File: src/rtl/a0_trace_fifo.sv
// a0 change tracer: detects a0 changes, timestamps them and buffers them in a FWFT FIFO.
// Build option A0_TRACE_TS_EN adds the cycle counter and timestamp storage; otherwise out_ts is 0.
module a0_trace_fifo #(
    parameter int DATA_WIDTH = 32,
    parameter int DEPTH      = 8,
    parameter int TS_WIDTH   = 16
) (
    input  logic                       clk,
    input  logic                       rst,
    input  logic                       en,
    input  logic [DATA_WIDTH-1:0]      a0,
    output logic [DATA_WIDTH-1:0]      out_data,
    output logic [TS_WIDTH-1:0]        out_ts,
    output logic                       out_valid,
    input  logic                       out_ready,
    output logic [$clog2(DEPTH):0]     count,
    output logic                       overflow,
    output logic [7:0]                 drops
);

    localparam int AW = $clog2(DEPTH);
    localparam int CW = AW + 1;
    localparam logic [CW-1:0] FULL_CNT = CW'(DEPTH);

    logic [DATA_WIDTH-1:0] data_mem [DEPTH];
    logic [AW-1:0]         wr_ptr;
    logic [AW-1:0]         rd_ptr;
    logic [DATA_WIDTH-1:0] prev_a0;
    logic                  primed;

    logic capture;
    logic full;
    logic pop;
    logic push;
    logic drop;

    always_comb begin
        capture = en && (!primed || (a0 != prev_a0));
        full    = (count == FULL_CNT);
        pop     = out_valid && out_ready;
        push    = capture && (!full || pop);
        drop    = capture && full && !pop;
    end

    assign out_valid = (count != '0);
    assign out_data  = data_mem[rd_ptr];

`ifdef A0_TRACE_TS_EN
    logic [TS_WIDTH-1:0] cycle_cnt;
    logic [TS_WIDTH-1:0] ts_mem [DEPTH];

    always_ff @(posedge clk or negedge rst) begin
        if (!rst) begin
            cycle_cnt <= '0;
        end else begin
            cycle_cnt <= cycle_cnt + TS_WIDTH'(1);
        end
    end

    always_ff @(posedge clk) begin
        if (push) begin
            ts_mem[wr_ptr] <= cycle_cnt;
        end
    end

    assign out_ts = ts_mem[rd_ptr];
`else
    assign out_ts = '0;
`endif

    // Storage carries no reset; out_valid masks stale contents.
    always_ff @(posedge clk) begin
        if (push) begin
            data_mem[wr_ptr] <= a0;
        end
    end

    always_ff @(posedge clk or negedge rst) begin
        if (!rst) begin
            wr_ptr   <= '0;
            rd_ptr   <= '0;
            count    <= '0;
            prev_a0  <= '0;
            primed   <= 1'b0;
            overflow <= 1'b0;
            drops    <= '0;
        end else begin
            if (push) begin
                wr_ptr <= wr_ptr + AW'(1);
            end
            if (pop) begin
                rd_ptr <= rd_ptr + AW'(1);
            end
            case ({push, pop})
                2'b10:   count <= count + CW'(1);
                2'b01:   count <= count - CW'(1);
                default: count <= count;
            endcase
            if (en) begin
                prev_a0 <= a0;
                primed  <= 1'b1;
            end
            if (drop) begin
                overflow <= 1'b1;
                if (drops != 8'hFF) begin
                    drops <= drops + 8'd1;
                end
            end
        end
    end

endmodule

File: config.mk
export PLATFORM = sky130hd
export DESIGN_NAME = a0_trace_fifo
export DESIGN_NICKNAME = d
export VERILOG_FILES = /design/src/rtl/a0_trace_fifo.sv
export SDC_FILE = /design/constraint.sdc
export NUM_CORES = 1
export LEC_CHECK = 0
export CAP_MARGIN = 10
export CORE_MARGIN = 5
export CORE_UTILIZATION = 50
export CTS_BUF_LIST = sky130_fd_sc_hd__clkbuf_16
export DETAILED_ROUTE_END_ITERATION = 16
export PLACE_DENSITY = 0.68
export REMOVE_ABC_BUFFERS = 1
export SYNTH_ARGS = -nofsm -noshare
export SYNTH_HDL_FRONTEND = slang
export SYNTH_SLANG_ARGS = --single-unit
File: constraint.sdc
create_clock -name clk -period 8.5 [get_ports clk]
set_input_delay 0.85 -clock clk [delete_from_list [all_inputs] [get_ports clk]]
set_output_delay 0.85 -clock clk [all_outputs]
set_load 0.1 [all_outputs]
==> results of run 1 <==
metal layers:
layer | global-route usage (%) | part of all wire, % | routed length (um)
met1 | 24.2 | 42 | 9920
met2 | 28.3 | 49 | 11500
met3 | 3.34 | 6.9 | 1610
met4 | 3.95 | 2.0 | 467
met5 | 0 | 0.11 | 27
how the worst max path moves through the flow:
stage,from,end
floorplan,a0[13],data_mem[2][0]
global placement,rd_ptr[0],out_data[9]
detailed placement,a0[22],count[3]
CTS,rd_ptr[0],out_data[9]
global route,rd_ptr[0],out_data[9]
finish,rd_ptr[0],out_data[9]
cells in the mapped netlist:
library cell | number | area [um^2]
a222oi_1 | 1 | 10.0
xor2_1 | 3 | 26.3
nor4_2 | 1 | 12.5
nand3b_1 | 1 | 7.51
or2_2 | 1 | 6.26
nor4b_1 | 1 | 8.76
inv_1 | 9 | 33.8
nor3_1 | 6 | 30.0
dfrtp_1 | 52 | 1300
buf_1 | 6 | 22.5
nand2b_1 | 4 | 25.0
and3_1 | 2 | 12.5
o2111ai_1 | 2 | 17.5
xnor2_1 | 37 | 324
buf_4 | 16 | 120
edfxtp_1 | 256 | 7690
a41oi_2 | 1 | 16.3
and2_1 | 1 | 6.26
clkbuf_1 | 11 | 41.3
a211o_1 | 1 | 8.76
conb_1 | 1 | 3.75
mux2i_1 | 3 | 30.0
nor2_1 | 5 | 18.8
nand4_1 | 10 | 62.6
ha_1 | 5 | 62.6
a21oi_1 | 1 | 5.00
mux2_2 | 67 | 754
nand3_1 | 10 | 50.1
o21ai_0 | 1 | 5.00
nor3b_1 | 1 | 7.51
mux4_2 | 64 | 1440
a21o_1 | 2 | 15.0
nand2_1 | 12 | 45.0
mux2_1 | 1 | 11.3
or4b_1 | 1 | 10.0
buf_2 | 7 | 35.0
nor3b_2 | 1 | 12.5
nor4_1 | 2 | 12.5
fa_1 | 1 | 20.0
critical path, stage by stage (launching register included):
cell and delay [ns]:
dfrtp_4 0.78, buf_4 0.74, mux4_2 0.61, mux2_2 0.30
clkdlybuf4s50_1 0.97
where the power goes:
part | internal (mW) | switching, mW
clock network | 0.715 | 0.526
logic | 0.765 | 1.64
registers | 1.87 | 0.163
total | 3.35 | 2.33
through the flow:
step	instance area (um^2)	setup slack, ns	cells
floorplan	12200	2.68	582
global placement	13600	4.14	1006
detailed placement	13600	4.04	1006
CTS	14500	3.50	1062
global route	14500	3.34	1062
finish	14500	3.63	1062
sequential cells by signal, summed over array words and instances, names as in the netlist:
name      count
wr_ptr        3
drops         8
data_mem    256
count         4
rd_ptr        3
overflow      1
primed        1
prev_a0      32
area by class of cell:
cell class	count	area [um^2]	share of cell area [%]
Clock buffer	31	776	5.35
Clock inverter	25	156	1.08
Inverter	9	33.8	0.233
Multi-Input combinational cell	265	3180	22.0
Sequential cell	308	8990	62.1
Tap cell	324	405	2.80
Timing Repair Buffer	100	943	6.51
cells in the final DEF, fill, tap and decap left out, drive strengths merged, types with 3 or more instances in the layout:
master,count
edfxtp,256
clkdlybuf4s50,79
mux2,68
mux4,64
dfrtp,52
xnor2,37
clkbuf,31
inv,21
buf,21
conb,16
nand2,12
clkinv,11
nand3,10
nand4,10
nor3,6
ha,5
nor2,5
nand2b,4
nor4,3
xor2,3
mux2i,3
kinds of logic (layout without fill, tap and decap cells):
| family | Yosys count | in the layout | share of synthesized area [%] |
|---|---|---|---|
| AO/OA/AOI/OAI | 9 | 9 | 0.630 |
| XOR/XNOR | 40 | 40 | 2.84 |
| adder cells (fa/ha/maj) | 6 | 6 | 0.670 |
| buffers and inverters | 49 | 165 | 2.05 |
| flip-flops | 308 | 308 | 73.0 |
| multiplexers | 135 | 135 | 18.2 |
| other | 1 | 16 | 0.0304 |
| AND/OR/NAND/NOR | 59 | 59 | 2.66 |
==> flow_summary.toml, run 1 <==
[sta]
fin_skew_ns = 0.0167
post-route-min-period_ns = 4.87
final-setup-viol-count = 0
period_share_pct = 57.3
worst_pin_slew_ns = 1.12
slew_violations = 0
whs_ns = 0.445
fmax_mhz = 205
maxSlewHeadroom_pct = 24.7
tns_ns = 0
final_hold_viol_count = 0
rsz0062_at_grt = "no"

[power]
p_per_area_nw_per_um2 = 392
power_mw = 5.68
ir_drop_v = 0.000389
p_leak_nw = 4.90

[setup_path]
path_max_fanout = 40
crit_type = "reg -> out"
crit_arrival_ns = 4.02
ff2ff_path_depth = 8
reg2reg_slack_ns = 5.21
crit_required_ns = 7.65
endpoint_kind = "output port"
r2r-end = "data_mem[5][13]"
critPathLaunchType = "register"
r2r-start = "prev_a0[4]"

[logic_synthesis]
synth-seq-area-share_pct = 73.0
yosysUniqueCellTypes = 39
synth_warnings = 0
syn_area_per_cell_um2 = 20.3
syn_area_um2 = 12300
post_synth_inst_count = 607
ys_ff_latch = 308

[grt]
grt_pass1_wl_um = 37500
grt_max_degree = 53
grt-ovfl-total = 0
grt_usage_pct = 17.2
antenna_found_initial = 2
first_global_vias = 6359

[clocking]
clock-sinks = 308
cts.repair.resized = 0
cts_made_buffers = 31
cts_tree = "done"
ctsHoldBuffers = 0
clk_pin_slew_ns = 0.06
post_cts_buffers = 0
insertion_delay_ns = 0.55
clockBufferDepth = 3
cts_root_buffer = "clkbuf_16"
htree_levels = 1

[placed_design]
gp_congestion = 0.764
io_buffers = 81
hpwlAfterDp_um = 14100

[routing]
vias = 5904
via_per_inst = 5.56
wl_per_cell_um = 22.1
drc = 0
ant_nets = 0
dr.pass1.iters = 5
drt_wl_total_um = 23500
initialDrtViolationCount = 470

[finish]
fillers = 1773
antenna_cells = 0
nNetsFinal = 757
drive_above_1_share_pct = 27.6
syn2layout_area_growth_pct = 17.6
final_util_pct = 59.6

[job]
max_cap_viol_count = 0

[min_path]
min_path_type = "in -> async"

[floorplan]
core.rowCount = 57
start_util_pct = 50.7
die_h_um = 167
dieArea_um2 = 27900
ios = 98
die_w_um = 167
core_um2 = 24300

[run_status]
status = "completed"
No activity file was read; power rests on OpenSTA's default activity.
==> run 2, diff against run 1 <==
--- a/config.mk
+++ b/config.mk
@@ -10,7 +10,7 @@
 export CORE_UTILIZATION = 50
 export CTS_BUF_LIST = sky130_fd_sc_hd__clkbuf_16
 export DETAILED_ROUTE_END_ITERATION = 16
-export PLACE_DENSITY = 0.68
+export PLACE_DENSITY = 0.71
 export REMOVE_ABC_BUFFERS = 1
 export SYNTH_ARGS = -nofsm -noshare
 export SYNTH_HDL_FRONTEND = slang
==> constraint.sdc (replaced) <==
create_clock -name clk -period 4.35 [get_ports clk]
set_input_delay 0.435 -clock clk [delete_from_list [all_inputs] [get_ports clk]]
set_output_delay 0.435 -clock clk [all_outputs]
set_load 0.1 [all_outputs]
==> flow_summary.toml, run 2 (synthesis results as in run 1) <==
[routing]
ant_nets = 0
drt_wl_total_um = 24600
dr.pass1.iters = 4
vias = 5918
via_per_inst = 5.54
drc = 0
wl_per_cell_um = 23.0
initialDrtViolationCount = 429

[sta]
slew_violations = 0
whs_ns = 0.477
worst_pin_slew_ns = 1.01
period_share_pct = 87.3
maxSlewHeadroom_pct = 33.0
worst_slack_ns = 0.551
tns_ns = 0
final_hold_viol_count = 0
post-route-min-period_ns = 3.80
fin_skew_ns = 0.0142
final-setup-viol-count = 0
rsz0062_at_grt = "no"
fmax_mhz = 263

[finish]
final_area_um2 = 14500
most-common-layout-cells = "edfxtp_1, mux2_2, mux4_2"
antenna_cells = 0
largest_reg_flops = 256
nNetsFinal = 763
drive_above_1_share_pct = 30.3
layout_commonest_cell = "edfxtp_1"
reg_top3 = "data_mem x256, prev_a0 x32, drops x8"
syn2layout_area_growth_pct = 17.7
fillers = 1725
largest-register = "data_mem"

[placed_design]
place_area_um2 = 13600
pre_cts_ws_ns = 0.510
io_buffers = 81
hpwlAfterDp_um = 15000
gp_congestion = 0.791

[run_status]
status = "completed"

[clocking]
cts.repair.resized = 0
htree_levels = 1
post_cts_buffers = 0
cts_made_buffers = 31
insertion_delay_ns = 0.55
clockBufferDepth = 3
clk_pin_slew_ns = 0.06
ctsHoldBuffers = 1
cts_root_buffer = "clkbuf_16"
cts_tree = "done"
clock-sinks = 308

[min_path]
hold_depth = 1
holdCritStartpoint = "overflow"
min_path_type = "reg -> reg"
hold_path_end = "overflow"

[setup_path]
crit_path_top_delay_cell = "clkdlybuf4s50_1"
crit_arrival_ns = 3.36
critPathLaunchType = "register"
endpoint_kind = "output port"
reg2reg_slack_ns = 1.16
path_max_fanout = 38
max_stage_delay_ns = 0.98
crit_required_ns = 3.91
r2r-end = "count[3]"
crit_type = "reg -> out"
ff2ff_path_depth = 11
crit_path_start = "rd_ptr[0]"
crit_chain = "mux4_2 > mux2_2 > clkdlybuf4s50_1"
r2r-start = "prev_a0[22]"

[power]
p_leak_nw = 4.94
power_mw = 11.1
ir_drop_v = 0.000737
p_per_area_nw_per_um2 = 766

[grt]
grt_usage_pct = 17.9
grt-ovfl-total = 0
antenna_found_initial = 0
grt_pass1_wl_um = 38800
grt_max_degree = 39
first_global_vias = 6568

[floorplan]
die_w_um = 167
die_h_um = 167
dieArea_um2 = 27900
core.rowCount = 57
ios = 98
start_util_pct = 50.7
core_um2 = 24300

[job]
max_cap_viol_count = 0
==> run 2: cell types whose count changed in the layout (fill, tap and decap cells not counted), sizes merged <==
cell           delta
dlygate4sd3       +1
buf              +23
inv               -4
clkdlybuf4s50    -18
clkinv            +5
==> run 2: stage by stage <==
| step | utilization, % | instances |
|---|---|---|
| 2_1_floorplan | - | 582 |
| 3_3_place_gp | 55.8 | 1011 |
| 3_5_place_dp | 55.8 | 1011 |
| 4_1_cts | 59.6 | 1069 |
| 5_1_grt | 59.6 | 1069 |
| 6_report | 59.6 | 1069 |
==> run 2: layout make-up <==
cell class	instances	area, um^2	area share (%)
sequential	308	8990	62.0
multi-input combinational	265	3180	21.9
timing repair buffer	106	961	6.62
clock buffer	31	776	5.35
tap	324	405	2.79
clock inverter	26	159	1.10
inverter	9	33.8	0.233
==> run 2: worst max-delay path, delay by kind of cell, from the launching register on <==
family	cells	cell delay, ns
flops	1	0.92
mux	2	0.88
buf+inv	1	0.98
==> run 2: where the power goes <==
| group | internal [mW] | total, mW | switching, mW | leakage (nW) |
|---|---|---|---|---|
| sequential | 3.65 | 4.03 | 0.374 | 2.95 |
| clock | 1.40 | 2.44 | 1.04 | 0.484 |
| combinational | 1.47 | 4.65 | 3.18 | 1.51 |
==> run 2: worst max path at each step <==
stage | slack, ns | end | cells after the start
global route | 0.36 | out_data[17] | 3
detailed placement | 0.51 | count[3] | 12
finish | 0.55 | out_data[26] | 3
floorplan | -1.11 | data_mem[2][0] | 4
CTS | 0.47 | out_data[17] | 3
global placement | 0.57 | count[3] | 12
==> run 2: metal layers <==
layer	global-route usage, %	routed length (um)
met5	0	0
met4	4.02	387
met3	3.48	1650
met2	30.5	12300
met1	24.4	10300
==> run 3, diff against run 2 <==
--- a/config.mk
+++ b/config.mk
@@ -5,7 +5,7 @@
 export SDC_FILE = /design/constraint.sdc
 export NUM_CORES = 1
 export LEC_CHECK = 0
-export CAP_MARGIN = 10
+export CAP_MARGIN = 40
 export CORE_MARGIN = 5
 export CORE_UTILIZATION = 50
 export CTS_BUF_LIST = sky130_fd_sc_hd__clkbuf_16
==> flow_summary.toml, run 3 (synthesis results as in run 1) <==
[routing]
drt_wl_total_um = 24700
vias = 6127
ant_nets = 0
drc = 0
dr.pass1.iters = 5
wl_per_cell_um = 22.5
initialDrtViolationCount = 476
via_per_inst = 5.59

[clocking]
clk_pin_slew_ns = 0.06
clockBufferDepth = 3
htree_levels = 1
cts_root_buffer = "clkbuf_16"
cts_made_buffers = 30
cts_tree = "done"
insertion_delay_ns = 0.55
clock-sinks = 308

[grt]
grt-ovfl-total = 0
antenna_found_initial = 1
first_global_vias = 6611
grt_usage_pct = 17.9
grt_pass1_wl_um = 38800
grt_max_degree = 39

[power]
power_mw = 11.8
p_per_area_nw_per_um2 = 783
p_leak_nw = 5.18
ir_drop_v = 0.000758

[sta]
fmax_mhz = 273
post-route-min-period_ns = 3.66
slew_violations = 0
rsz0062_at_grt = "no"
worst_pin_slew_ns = 0.897
worst_slack_ns = 0.691
period_share_pct = 84.1
fin_skew_ns = 0.0239
whs_ns = 0.479
maxSlewHeadroom_pct = 40.1
final-setup-viol-count = 0
final_hold_viol_count = 0

[run_status]
status = "completed"

[finish]
syn2layout_area_growth_pct = 21.8
final_util_pct = 61.7
nNetsFinal = 790
layout_commonest_cell = "edfxtp_1"
drive_above_1_share_pct = 34.1
register_area_um2 = 8990
fillers = 1663
reg_top3 = "data_mem x256, prev_a0 x32, drops x8"
largest-register = "data_mem"
most-common-layout-cells = "edfxtp_1, mux2_2, mux4_2"
largest_reg_flops = 256
final_area_um2 = 15000
multi_input_area_um2 = 3180

[min_path]
min_path_type = "reg -> reg"

[floorplan]
core_um2 = 24300
dieArea_um2 = 27900
die_w_um = 167
core.rowCount = 57
die_h_um = 167
start_util_pct = 50.7
ios = 98

[placed_design]
io_buffers = 81
place_area_um2 = 14000
pre_cts_ws_ns = 0.485
gp_congestion = 0.791
hpwlAfterDp_um = 15200

[setup_path]
crit_chain = "buf_4 > mux4_2 > mux2_2 > buf_4"
crit_arrival_ns = 3.22
critPathTopFamily = "flip-flops"
crit_type = "reg -> out"
max_stage_delay_ns = 0.95
endpoint_kind = "output port"
reg2reg_slack_ns = 1.16
path_buf_inv = 2
crit_path_top_delay_cell = "dfrtp_4"
crit_required_ns = 3.91
path_max_fanout = 38
critPathLaunchType = "register"
cp_common_cell = "buf_4"

[job]
max_cap_viol_count = 0
run 3: cell types whose count changed in the layout (fill, tap and decap cells not counted):
cell and delta:
clkinv_2 +6, inv_1 -4, inv_6 -1, buf_12 +1
bufinv_16 +2, clkinv_1 -6, clkinv_4 +1, diode_2 +1
buf_8 +27, clkbuf_16 +1
run 3: timing repair:
| action | CTS | global route |
|---|---|---|
| hold buffers | 1 | 0 |
| resized for setup | 0 | 0 |
| setup buffers | 0 | 0 |
| hold endpoints to repair | 31 | 0 |
run 3: final cells by class:
| cell class | count | area share [%] |
|---|---|---|
| sequential | 308 | 59.9 |
| multi-input combinational | 265 | 21.2 |
| timing repair buffer | 134 | 9.24 |
| clock buffer | 32 | 5.33 |
| tap | 324 | 2.70 |
| clock inverter | 24 | 1.41 |
| inverter | 9 | 0.225 |
| antenna | 1 | 0.0167 |
run 3: report_power, final:
| part | internal (mW) | total [mW] | switching, mW | leakage (nW) |
|---|---|---|---|---|
| Clock | 1.56 | 2.62 | 1.06 | 0.517 |
| Combinational | 1.84 | 5.16 | 3.32 | 1.72 |
| Sequential | 3.65 | 3.97 | 0.320 | 2.95 |
run 3: final timing paths:
kind                        startpoint            to  depth (start not counted)
setup / recovery             rd_ptr[0]  out_data[21]                          4
hold / removal                overflow      overflow                          1
setup reg to reg           prev_a0[22]      count[3]                         11
hold reg to reg               overflow      overflow                          1
max in group asynchronous          rst     rd_ptr[0]                          3
min in group asynchronous          rst      drops[6]                          2
run 3: layer usage:
layer / track usage [%] / wire [um] / vias up
met2: 29.1 / 12200 / 190
met5: 0 / 0 / -
met4: 5.05 / 531 / 0
li1: - / - / 2680
met1: 24.9 / 10400 / 3222
met3: 3.67 / 1550 / 35
run 3: metrics by stage:
step,std cells,setup TNS [ns]
after global placement,1011,0
after floorplan,582,-87.49
final,1097,0
after global routing,1097,0
after CTS,1096,0
after detailed placement,1039,0
==> edit (flow settings as in run 3) <==
The parameter `DATA_WIDTH` goes from 32 to 48.
--- a/src/rtl/a0_trace_fifo.sv
+++ b/src/rtl/a0_trace_fifo.sv
@@ -1,7 +1,7 @@
 // a0 change tracer: detects a0 changes, timestamps them and buffers them in a FWFT FIFO.
 // Build option A0_TRACE_TS_EN adds the cycle counter and timestamp storage; otherwise out_ts is 0.
 module a0_trace_fifo #(
-    parameter int DATA_WIDTH = 32,
+    parameter int DATA_WIDTH = 48,
     parameter int DEPTH      = 8,
     parameter int TS_WIDTH   = 16
 ) (
Interface: changed (resized a0 and out_data); port bits go from 98 to 130. No check against the original RTL was run, so the function may have changed too.
==> edit against run 3 <==
Synthesized area grew 45%; sequential share of layout area up 0.78 points; combinational power up 52%; worst setup slack better by 160 ps; design area increased by 45%; routed wire length is 47% higher; clock power grew 45%; global-route usage is 0.80 points higher; total power is 47% higher; sequential cell count increased by 144; critical path type is now in -> reg.
==> edit: results (changes against run 3) <==
[logic_synthesis]
synth-seq-area-share_pct = 74.2  ; +1.2 points
synth.area.top_cells = edfxtp_1 65%, mux4_2 12%, dfrtp_1 9.5%
ys_ff_latch = 452  ; +47%
synth_common_cells = 384 x edfxtp_1, 98 x mux2_2, 96 x mux4_2
synth.distinct_cells = 43  ; +10%
synthArstFlopShare_pct = 15.0  ; -1.8 points
synthCells = 841  ; +39%
synth-edff-count = 384  ; +50%

[detailed_routing]
met3_length_mm = 1.91  ; +23%
routed-wl-met2_mm = 18.7  ; +52%
dr.max_layer_used = met5
first_pass_iters = 4  ; -1
wl_per_cell_um = 23.5  ; +4.5%
drtIter0Drc = 495  ; +4.0%
via_per_inst = 5.57  ; -0.35%
vias = 8577  ; +40%

[cts]
h-tree-depth = 2  ; +1
numCtsBuffers = 45  ; +50%
insertion_delay_ps = 560

[hold_path]
hp-class = in -> async

[grt]
use_met2_pct = 32.2  ; +3.1 points
grt_pass1_wl_mm = 55.8  ; +44%
grt_max_degree = 51  ; +31%
grt_pass1_vias = 9226  ; +40%
use_met3_pct = 3.59  ; -0.083 points
use_met1_pct = 25.6  ; +0.63 points
antenna_found_initial = 2  ; +1

[cells_and_area]
seqCellArea_sq_mm = 0.0132  ; +47%
reg_top3 = data_mem: 384 flops, prev_a0: 48 flops, drops: 8 flops
nMultiInputCombCells = 348  ; +31%
multi_input_area_share_pct = 20.3  ; -0.84 points
drive_gt1_share_pct = 35.6  ; +1.6 points
nClkBuffers = 46  ; +44%
design_area_sq_mm = 0.0218  ; +45%
diodes = 0  ; -1
fill_cells = 2461  ; +48%
final-nonclk-buf-share_pct = 9.51  ; +0.27 points
buffers = 190  ; +42%
final_nets = 1101  ; +39%
clk_share_pct = 6.72  ; -0.022 points

[timing]
slew_headroom_pct = 47.5  ; +7.4 points
skew_ps = 27.4  ; +3.51 ps

[place]
place_area_sq_mm = 0.0203  ; +45%
dp.cells = 1456  ; +40%
port_buffers = 113  ; +40%
dp.final_hpwl_mm = 21.7  ; +43%
place.gp.congestion = 0.746  ; -5.7%
dp_worst_setup_slack_ps = 308  ; -178 ps

[critical_path]
crit_arrival_ps = 3960  ; +740 ps
cp_max_fo = 10  ; -74%

[run_status]
outcome = complete, no violations

[power]
vdd_drop_max_v = 0.000779  ; +2.8%
intPower_mw = 10.4  ; +47%
p_leak_nw = 7.61  ; +47%

## edit: cell types whose count changed after synthesis, moves of 4 or more
| cell | delta |
|---|---|
| clkbuf_1 | +7 |
| dfrtp_1 | +16 |
| edfxtp_1 | +128 |
| mux2_2 | +31 |
| mux4_2 | +32 |
| nand3_1 | -4 |
| nand4_1 | -5 |
| nor4_1 | +10 |
| xnor2_1 | -20 |
| xor2_1 | +39 |
## edit: worst max-delay path, stage by stage
cell and delay (ps):
clkdlybuf4s50_1 650, xnor2_1 200, nand4_1 250, or4_4 560, nor4_4 450, or2b_2 230, nand2_1 80, inv_1 100
ha_1 230, a21o_1 180, a21oi_1 190, nor4_1 70, a31oi_1 190, xnor2_1 140
## edit: power groups by stage
stage / clock (mW) / sequential (mW) / combinational [mW]
2_1_floorplan: 0 / 6.26 / 5.15
3_3_place_gp: 0 / 5.94 / 6.94
3_5_place_dp: 0 / 5.77 / 7.94
4_1_cts: 3.86 / 5.69 / 7.97
5_1_grt: 4.06 / 5.74 / 8.19
6_report: 3.79 / 5.68 / 7.85
## edit: final timing paths
check | start | end | slack [ps] | cells after the start
hold / removal | rst | drops[0] | 320 | 2
setup reg to reg | prev_a0[1] | count[3] | 990 | 13
hold reg to reg | wr_ptr[2] | wr_ptr[2] | 500 | 1
setup / recovery | a0[1] | count[3] | 850 | 14
max in group asynchronous | rst | rd_ptr[0] | 3420 | 3
min in group clk | en | prev_a0[45] | 430 | 2
## edit: cell families after synthesis
family | Yosys count | synth area share [%]
compound gates | 8 | 0.344
xor+xnor | 59 | 2.90
fa+ha+maj | 6 | 0.463
buf+inv | 56 | 1.56
flops | 452 | 74.2
mux | 196 | 18.4
other cells | 1 | 0.0210
simple gates | 63 | 2.09
